===== config.mk =====
export PLATFORM = sky130hd
export DESIGN_NAME = counter_sequencer_flat
export DESIGN_NICKNAME = d
export VERILOG_FILES = /design/src/rtl/counter_sequencer_if.sv /design/src/rtl/counter_sequencer.sv /design/src/flat_wrapper.sv
export SDC_FILE = /design/constraint.sdc
export NUM_CORES = 1
export LEC_CHECK = 0
export BUFFER_PORTS_ARGS = -buffer_cell sky130_fd_sc_hd__buf_2
export CORE_ASPECT_RATIO = 1.25
export CORE_MARGIN = 4
export CORE_UTILIZATION = 25
export DETAILED_ROUTE_END_ITERATION = 7
export HOLD_SLACK_MARGIN = 0.03
export PLACE_DENSITY = 0.56
export RECOVER_POWER = 25
export SLEW_MARGIN = 5
export SYNTH_ARGS = -nofsm -noshare
export SYNTH_HDL_FRONTEND = slang
export SYNTH_SLANG_ARGS = --single-unit

===== constraint.sdc =====
create_clock -name i_clk -period 5.2 [get_ports i_clk]
set_input_delay 0.78 -clock i_clk [delete_from_list [all_inputs] [get_ports i_clk]]
set_output_delay 0.78 -clock i_clk [all_outputs]
set_load 0.01 [all_outputs]

===== src/rtl/counter_sequencer_if.sv =====
// Request/status bundle between software-side control, the sequencer and the raw up-counter.
// The slave side is the sequencer. The master side is whoever issues requests and owns the counter.
interface counter_sequencer_if #(parameter int N = 8);
    logic         start;
    logic         stop;
    logic [N-1:0] period;
    logic         periodic;
    logic [N-1:0] count;
    logic         cnt_en;
    logic         cnt_clr;
    logic         busy;
    logic         tick;
    logic         done;
    logic         err;

    modport slave (
        input  start, stop, period, periodic, count,
        output cnt_en, cnt_clr, busy, tick, done, err
    );

    modport master (
        output start, stop, period, periodic, count,
        input  cnt_en, cnt_clr, busy, tick, done, err
    );
endinterface


===== src/rtl/counter_sequencer.sv =====
// Programmable interval timer control: sequences an external N-bit up-counter for
// one-shot or auto-reload intervals.
//
// state   | meaning
// S_IDLE  | waiting for an accepted start; all outputs low
// S_CLEAR | one cycle clearing the counter before the interval begins
// S_RUN   | counting; terminal cycle raises tick (reload or finish)
// S_DONE  | one-shot finished; done pulse for one cycle
module counter_sequencer #(
    parameter int N = 8
) (
    input logic               i_clk,
    input logic               i_rst,
    counter_sequencer_if.slave bus
);
    typedef enum logic [1:0] {
        S_IDLE  = 2'd0,
        S_CLEAR = 2'd1,
        S_RUN   = 2'd2,
        S_DONE  = 2'd3
    } state_t;

    state_t       r_state;
    logic [N-1:0] r_period;
    logic         r_periodic;
    logic         r_err;

    logic w_term;
    logic w_cnt_en;
    logic w_cnt_clr;
    logic w_busy;
    logic w_tick;
    logic w_done;

    // r_period is never 0 in RUN, so the N-bit subtraction cannot wrap.
    assign w_term = (bus.count == (r_period - N'(1)));

    always_ff @(posedge i_clk) begin
        if (i_rst) begin
            r_state    <= S_IDLE;
            r_period   <= '0;
            r_periodic <= 1'b0;
            r_err      <= 1'b0;
        end else begin
            r_err <= 1'b0;
            case (r_state)
                S_IDLE: begin
                    if (bus.start && !bus.stop) begin
                        if (bus.period != '0) begin
                            r_period   <= bus.period;
                            r_periodic <= bus.periodic;
                            r_state    <= S_CLEAR;
                        end else begin
                            r_err <= 1'b1;
                        end
                    end
                end
                S_CLEAR: r_state <= bus.stop ? S_IDLE : S_RUN;
                S_RUN: begin
                    if (bus.stop)
                        r_state <= S_IDLE;
                    else if (w_term && !r_periodic)
                        r_state <= S_DONE;
                end
                S_DONE:  r_state <= S_IDLE;
                default: r_state <= S_IDLE;
            endcase
        end
    end

    // Counter controls depend on the live count, so they are decoded rather than registered.
    always_comb begin
        w_cnt_en  = 1'b0;
        w_cnt_clr = 1'b0;
        w_busy    = 1'b0;
        w_tick    = 1'b0;
        w_done    = 1'b0;
        case (r_state)
            S_CLEAR: begin
                w_busy    = 1'b1;
                w_cnt_clr = !bus.stop;
            end
            S_RUN: begin
                w_busy = 1'b1;
                if (!bus.stop) begin
                    if (w_term) begin
                        w_tick    = 1'b1;
                        w_cnt_clr = r_periodic;
                    end else begin
                        w_cnt_en = 1'b1;
                    end
                end
            end
            S_DONE:  w_done = 1'b1;
            default: ;
        endcase
    end

    assign bus.cnt_en  = w_cnt_en;
    assign bus.cnt_clr = w_cnt_clr;
    assign bus.busy    = w_busy;
    assign bus.tick    = w_tick;
    assign bus.done    = w_done;
    assign bus.err     = r_err;
endmodule


===== src/flat_wrapper.sv =====
// flat-port wrapper written by rule: the top's interface ports become plain ports
module counter_sequencer_flat 
#(
    parameter int N = 8
)
  (i_clk, i_rst, bus_start, bus_stop, bus_period, bus_periodic, bus_count, bus_cnt_en, bus_cnt_clr, bus_busy, bus_tick, bus_done, bus_err);
  counter_sequencer_if #(.N(N)) bus_i ();
  input logic i_clk;
  input logic i_rst;
  input wire logic [$bits(bus_i.start)-1:0] bus_start;
  input wire logic [$bits(bus_i.stop)-1:0] bus_stop;
  input wire logic [$bits(bus_i.period)-1:0] bus_period;
  input wire logic [$bits(bus_i.periodic)-1:0] bus_periodic;
  input wire logic [$bits(bus_i.count)-1:0] bus_count;
  output wire logic [$bits(bus_i.cnt_en)-1:0] bus_cnt_en;
  output wire logic [$bits(bus_i.cnt_clr)-1:0] bus_cnt_clr;
  output wire logic [$bits(bus_i.busy)-1:0] bus_busy;
  output wire logic [$bits(bus_i.tick)-1:0] bus_tick;
  output wire logic [$bits(bus_i.done)-1:0] bus_done;
  output wire logic [$bits(bus_i.err)-1:0] bus_err;
  assign bus_i.start = bus_start;
  assign bus_i.stop = bus_stop;
  assign bus_i.period = bus_period;
  assign bus_i.periodic = bus_periodic;
  assign bus_i.count = bus_count;
  assign bus_cnt_en = bus_i.cnt_en;
  assign bus_cnt_clr = bus_i.cnt_clr;
  assign bus_busy = bus_i.busy;
  assign bus_tick = bus_i.tick;
  assign bus_done = bus_i.done;
  assign bus_err = bus_i.err;
  counter_sequencer #(.N(N)) u_core (.i_clk(i_clk), .i_rst(i_rst), .bus(bus_i));
endmodule

Yosys cells after proc, flatten, opt, wreduce, memory -nomap -nowiden
Cells that the tools add are included.
{"block": "word_totals", "regBits": 12, "inputBits": 21, "output_inout_bits": 6, "elab_cells": 42}
{"block": "classes", "add_sub_neg": 1, "eq_ne": 7, "n_mux": 18, "bitwise": 2, "n_reduce_logical": 10}
{"op": "1-bit 2-to-1 mux", "count": 11}
{"op": "2-bit 2-to-1 mux", "count": 5}
{"op": "8-bit equality test", "count": 1}
{"op": "2-bit case mux with 4 select lines", "count": 1}
{"op": "8-bit nonzero test", "count": 1}
{"op": "8-bit by 1-bit subtractor with 8-bit output (second input constant)", "count": 1}
{"op": "3-bit AND reduction", "count": 2}
{"op": "2-bit equality test (second input constant)", "count": 2}
{"op": "2-bit by 1-bit inequality test with 1-bit output (second input constant)", "count": 2}
{"op": "3-bit by 2-bit inequality test with 1-bit output (second input constant)", "count": 1}
{"op": "3-bit OR reduction", "count": 1}
{"op": "2-bit by 1-bit equality test with 1-bit output (second input constant)", "count": 1}
{"op": "1-bit logical AND", "count": 2}
{"op": "1-bit zero test", "count": 2}
{"op": "2-bit zero test", "count": 1}
{"op": "1-bit NOT", "count": 2}
{"op": "1-bit case mux with 2 select lines", "count": 1}
{"op": "2-bit OR reduction", "count": 1}

Longest topological paths before layout
Gate-level depths: netlist (run 1).
{"block": "logic_depth", "word_depth": 6, "mapped_depth": 10, "ltp_nobuf": 8}

Worst setup path after synthesis (run 1)
Ideal clock, no wire load.
{"block": "synth_path", "path_kind": "register to output", "start": "register u_core.r_period[0]", "end": "output port bus_cnt_clr", "t_arrival_ps": 1957, "t_required_ps": 4420, "slack_ps": 2463, "path_stages_with_launch": 11, "path_buffers": 2, "cell_sequence": "dfxtp_1 > buf_2 > inv_1 > ha_1 > buf_2 > o21bai_1 > a2111oi_0 > a311o_1 > o2111ai_2 > o22ai_1 > and2_1"}
{"block": "synth_between", "elab_chain_cells": 5}
{"element": "from (decl)", "line_no": "counter_sequencer.sv:24", "text": "logic [N-1:0] r_period;"}
{"element": "from (signal assigned)", "line_no": "counter_sequencer.sv:50", "text": "r_period <= bus.period;"}
{"element": "8-bit by 1-bit subtractor with 8-bit output", "line_no": "counter_sequencer.sv:36", "text": "assign w_term = (bus.count == (r_period - N'(1)));"}
{"element": "8-bit equality test", "line_no": "counter_sequencer.sv:36"}
{"element": "1-bit 2-to-1 mux", "line_no": "counter_sequencer.sv:86", "text": "if (w_term) begin"}
{"element": "1-bit 2-to-1 mux", "line_no": "counter_sequencer.sv:85", "text": "if (!bus.stop) begin"}
{"element": "1-bit case mux with 2 select lines", "line_no": "counter_sequencer.sv:78", "text": "case (r_state)"}
{"element": "to (decl)", "line_no": "flat_wrapper.sv:16", "text": "output wire logic [$bits(bus_i.cnt_clr)-1:0] bus_cnt_clr;"}
Every way passes these cells.

Final worst setup path (run 1)
Same ends and word-level chain as after synthesis.

==> impl_metrics.ini, run 1 <==
[yosys]
synthesis.nets = 128
avgSynthCellArea_um2 = 8.51
yosysSeqAreaShare_pct = 27.7
synthTopCellsByCount = nor2_1 (13), dfxtp_1 (12), mux2i_1 (10)
yosysUniqueCellTypes = 34
synth_ff_type = dfxtp_1
synth_seq_cells = 12
synth_top_area_cell = dfxtp_1
ys_warn_count = 0
yosysMostFrequentCell = nor2_1
ys_top_cells_by_area = dfxtp_1 (28%), mux2i_1 (12%), ha_1 (7.2%), xnor2_1 (7.1%), nor2_1 (5.6%)
yosys.area.top_type_share_pct = 27.7
synth_edf_count = 0
syn_inst = 102
synth_area_um2 = 868
async_flop_share_pct = 0

[power_and_ir_drop]
p_leak_nw = 0.443
power_density_nw_per_um2 = 240
peakVddDrop_v = 0.000109
p_total_mw = 0.255

[global_routing]
antenna_found_initial = 0
track_usage_pct = 9.43
grt_pass1_vias = 736
grt_max_degree = 14
grt_overflow_total = 0
grt_pass1_wl_um = 3240

[sta]
maxSlewViolCount = 0
hold_violations = 0
finClkSkew_ns = 0.00208
period_needed_ns = 3.22
rsz0062_at_grt = no
tightest_slew_ns = 1.06
finalCritPeriodShare_pct = 61.8
setup_violations = 0
relSlewSlack_pct = 29.3
fmax_mhz = 311
fin_tns_setup_ns = 0

[detailed_routing]
drt_iter0_drc = 31
routedWlPerCell_um = 12.1
ant_nets = 0
num_vias = 786
drt_first_pass_iters = 4
routed_wl_um = 1980
post-route-drc-count = 0
vias_per_cell = 4.79

[cts]
cts.sinks = 12
clk_latency_ns = 0.23
cts_max_path_buffers = 2
ctsResizeCount = 0
cts_setup_buffers = 0
htree_levels = 1
clkSlewWorstSetupHoldPaths_ns = 0.05
hold_buffers = 0
cts-buffers-inserted = 3
cts-root-buf = clkbuf_8
cts_tree = built

[worst_setup_path]
slowest_delay_ns = 0.46
arrival_ns = 2.44
cp_num_buf_inv = 2
startpoint_type = flop
path_cells = inv_1, ha_1, o21bai_1, a2111oi_0, a311o_1, o2111ai_2, o22ai_1, and2_1, buf_2
critical_path_required_ns = 4.42
cp_top_family = compound AO/OA/AOI/OAI gates
crit_fanout = 8
endpoint_kind = output pin
slowest_stage = dfxtp_1
critical_path_class = reg -> out

[floorplanning]
dieHeight_um = 73.9
rows = 23
start_util_pct = 26.5
die_w_um = 60.7
core_area_um2 = 3280
io-pin-count = 27
die_area_um2 = 4490

[final_layout]
stdcell_area_um2 = 1060
final.fill_count = 376
num-nets-final = 155
drive_gt1_share_pct = 26.8
final_util_pct = 32.4
fin_cells = 164
syn2layout_area_growth_pct = 22.5
n_antenna_cell = 0

[placement]
dpl_cell_area_um2 = 1030
place_inst = 161
globalplace.congestion = 0.830
dp_hpwl_um = 1650
port_buffers = 26

[worst_hold_path]
hold_path.class = reg -> reg

[outcome]
status = finished, final reports clean

[flow_run]
maxCapViolCount = 0
-- flip-flops by register name, indices dropped and copies added (netlist names) --
register and count:
u_core.bus.err 1, u_core.r_periodic 1, u_core.r_period 8, u_core.r_state 2
-- cell type report --
cell class / count / area [µm²] / area share [%]
clock buffer: 3 / 41.3 / 3.88
sequential: 12 / 240 / 22.6
timing repair buffer: 26 / 126 / 11.9
inverter: 6 / 22.5 / 2.12
multi-input combinational: 80 / 587 / 55.2
tap: 37 / 46.3 / 4.35
-- logic make-up after synthesis --
group                    Yosys count  share of synthesized area (%)
AND/OR/NAND/NOR                   38                           24.4
AO/OA/AOI/OAI                     17                           14.4
buffers and inverters             10                           4.75
adder cells (fa/ha/maj)            5                           7.20
XOR/XNOR                          10                           10.1
flip-flops                        12                           27.7
multiplexers                      10                           11.5
-- worst min-delay path: cells and delay by family, from the launching register on --
| family | cells | cell delay, ns |
|---|---|---|
| flip-flops | 1 | 0.33 |
| AND/OR/NAND/NOR | 1 | 0.08 |
| multiplexers | 1 | 0.06 |
-- worst paths after layout --
path,startpoint,to,cells past startpoint,slack (ns)
worst max-delay path,u_core.r_period[0],bus_cnt_clr,9,1.98
worst max register to register,u_core.r_period[0],u_core.r_state[1],8,2.92
worst min register to register,u_core.r_state[1],u_core.r_state[1],2,0.52
worst min-delay path,u_core.r_state[1],u_core.r_state[1],2,0.52
-- metal layers --
layer / global-route usage (%) / wire, µm / vias up
met5: 0 / 0 / -
met4: 4.58 / 29 / 0
met3: 2.11 / 164 / 3
met2: 14.6 / 921 / 25
li1: - / - / 405
met1: 12.1 / 868 / 353
-- cell usage in the layout (no fill, tap or decap), types with 3 or more instances in the layout --
master / synthesis / final
dfxtp_1: 12 / 12
clkbuf_1: 1 / 3
nand2_1: 5 / 5
nor3_1: 4 / 4
mux2i_1: 10 / 10
inv_1: 6 / 6
xnor2_1: 7 / 7
o21ai_0: 3 / 3
clkbuf_8: 0 / 3
xor2_1: 3 / 3
nor4_1: 3 / 3
buf_2: 3 / 23
nand2b_1: 3 / 3
nor2_1: 13 / 13
ha_1: 5 / 5
-- stage by stage --
stage | setup slack (ns) | hold slack (ns)
after floorplan | 2.46 | 0.481
after global placement | 2.22 | 0.505
after detailed placement | 2.16 | 0.510
after CTS | 1.97 | 0.523
after global routing | 1.77 | 0.571
final | 1.98 | 0.521
-- report_power, final --
| group | switching [mW] | internal, mW | total [mW] |
|---|---|---|---|
| registers | 0.00775 | 0.0975 | 0.105 |
| clock network | 0.0305 | 0.0507 | 0.0812 |
| logic | 0.0339 | 0.0350 | 0.0689 |
Power figures use the tool's default switching activity.
==> run 2, diff against run 1 <==
==> constraint.sdc (replaced) <==
create_clock -name i_clk -period 3.12 [get_ports i_clk]
set_input_delay 0.468 -clock i_clk [delete_from_list [all_inputs] [get_ports i_clk]]
set_output_delay 0.468 -clock i_clk [all_outputs]
set_load 0.01 [all_outputs]
==> impl_metrics.ini, run 2 (synthesis gave the netlist of run 1 again) <==
[outcome]
status = finished, final reports clean

[cts]
cts_tree = built
cts_max_path_buffers = 2
clkSlewWorstSetupHoldPaths_ns = 0.05
cts.sinks = 12
clk_latency_ns = 0.24
cts_setup_buffers = 0
cts-root-buf = clkbuf_8
cts-buffers-inserted = 3
hold_buffers = 0
ctsResizeCount = 0
htree_levels = 1

[global_routing]
track_usage_pct = 9.72
grt_pass1_vias = 751
grt_max_degree = 14
grt_pass1_wl_um = 3330
antenna_found_initial = 0
grt_overflow_total = 0

[floorplanning]
die_area_um2 = 4490
rows = 23
start_util_pct = 26.5
dieHeight_um = 73.9
io-pin-count = 27
die_w_um = 60.7
core_area_um2 = 3280

[worst_setup_path]
critical_path_class = reg -> out
path_cells = inv_1, ha_1, o21bai_1, a2111oi_0, a311o_1, o2111ai_2, o22ai_1, and2_1, buf_2
crit_fanout = 8
startpoint_type = flop
critical_path_required_ns = 2.65
slowest_stage = dfxtp_1
endpoint_kind = output pin
arrival_ns = 2.41
slowest_delay_ns = 0.43
cp_num_buf_inv = 2
cp_top_family = compound AO/OA/AOI/OAI gates

[final_layout]
n_antenna_cell = 0
drive_gt1_share_pct = 26.0
reg_top3 = u_core.r_period (8), u_core.r_state (2)
top_register = u_core.r_period
final.fill_count = 372
syn2layout_area_growth_pct = 22.3
final_cell_mix = buf_2 (22), nor2_1 (13), dfxtp_1 (12)
largest_reg_flops = 8
num-nets-final = 155
final_util_pct = 32.4
final_common_cell = buf_2

[placement]
port_buffers = 26
globalplace.congestion = 0.796
dp_hpwl_um = 1620

[detailed_routing]
vias_per_cell = 4.73
post-route-drc-count = 0
routed_wl_um = 1950
ant_nets = 0
drt_iter0_drc = 7
num_vias = 776
drt_first_pass_iters = 4
routedWlPerCell_um = 11.9

[sta]
relSlewSlack_pct = 24.3
finalCritPeriodShare_pct = 92.3
setup_violations = 0
fmax_mhz = 347
period_needed_ns = 2.88
finClkSkew_ns = 0.00176
fin_tns_setup_ns = 0
tightest_slew_ns = 1.14
hold_violations = 0
maxSlewViolCount = 0
rsz0062_at_grt = no

[power_and_ir_drop]
power_density_nw_per_um2 = 402
seqPwrFrac_pct = 40.9
intPower_mw = 0.305
p_leak_nw = 0.441
pwr-share-comb_pct = 27.1
switchingPower_mw = 0.122
pwr-share-clk_pct = 32.1
switching_share_pct = 28.5
p_total_mw = 0.427
peakVddDrop_v = 0.000148

[flow_run]
maxCapViolCount = 0

[worst_hold_path]
hold_path.class = in -> reg
[run 2: layout make-up]
type                    instances  area (µm²)  share of cell area (%)
inverters                       6        22.5                    2.12
clock buffers                   3        41.3                    3.89
repair buffers                 26         125                    11.8
well taps                      37        46.3                    4.36
flip-flops and latches         12         240                    22.6
multi-input cells              80         587                    55.2
[run 2: per-stage QoR]
step           worst slack, ns  area [µm²]  instances  hold slack (ns)
2_1_floorplan            0.695         868        102            0.481
3_3_place_gp             0.561        1030        161            0.499
3_5_place_dp             0.509        1030        161            0.511
4_1_cts                  0.232        1070        164            0.472
5_1_grt                  0.112        1060        164            0.497
6_report                 0.239        1060        164            0.472
[run 2: final timing paths]
kind | slack (ns) | cells past startpoint | endpoint | from
setup reg to reg | 0.86 | 8 | u_core.r_state[1] | u_core.r_period[0]
hold reg to reg | 0.52 | 2 | u_core.r_period[7] | u_core.r_period[7]
hold / removal | 0.47 | 3 | u_core.r_periodic | bus_periodic
setup / recovery | 0.24 | 9 | bus_cnt_clr | u_core.r_period[0]
[run 2: tightest hold or removal path, stage by stage]
cell and delay, ns:
buf_2 0.08, mux2i_1 0.05, nor2_1 0.07
[run 2: per-layer routing]
metal,track usage [%],vias up,routed length (µm)
met2,14.7,22,883
li1,-,406,-
met1,12.7,344,876
met4,3.61,0,21
met3,3.16,4,164
met5,0,-,0
[run 2: power groups by stage]
stage	Clock, mW	Sequential, mW	Combinational [mW]
2_1_floorplan	0	0.174	0.0872
3_3_place_gp	0	0.178	0.115
3_5_place_dp	0	0.178	0.117
4_1_cts	0.141	0.175	0.118
5_1_grt	0.150	0.176	0.130
6_report	0.137	0.175	0.116
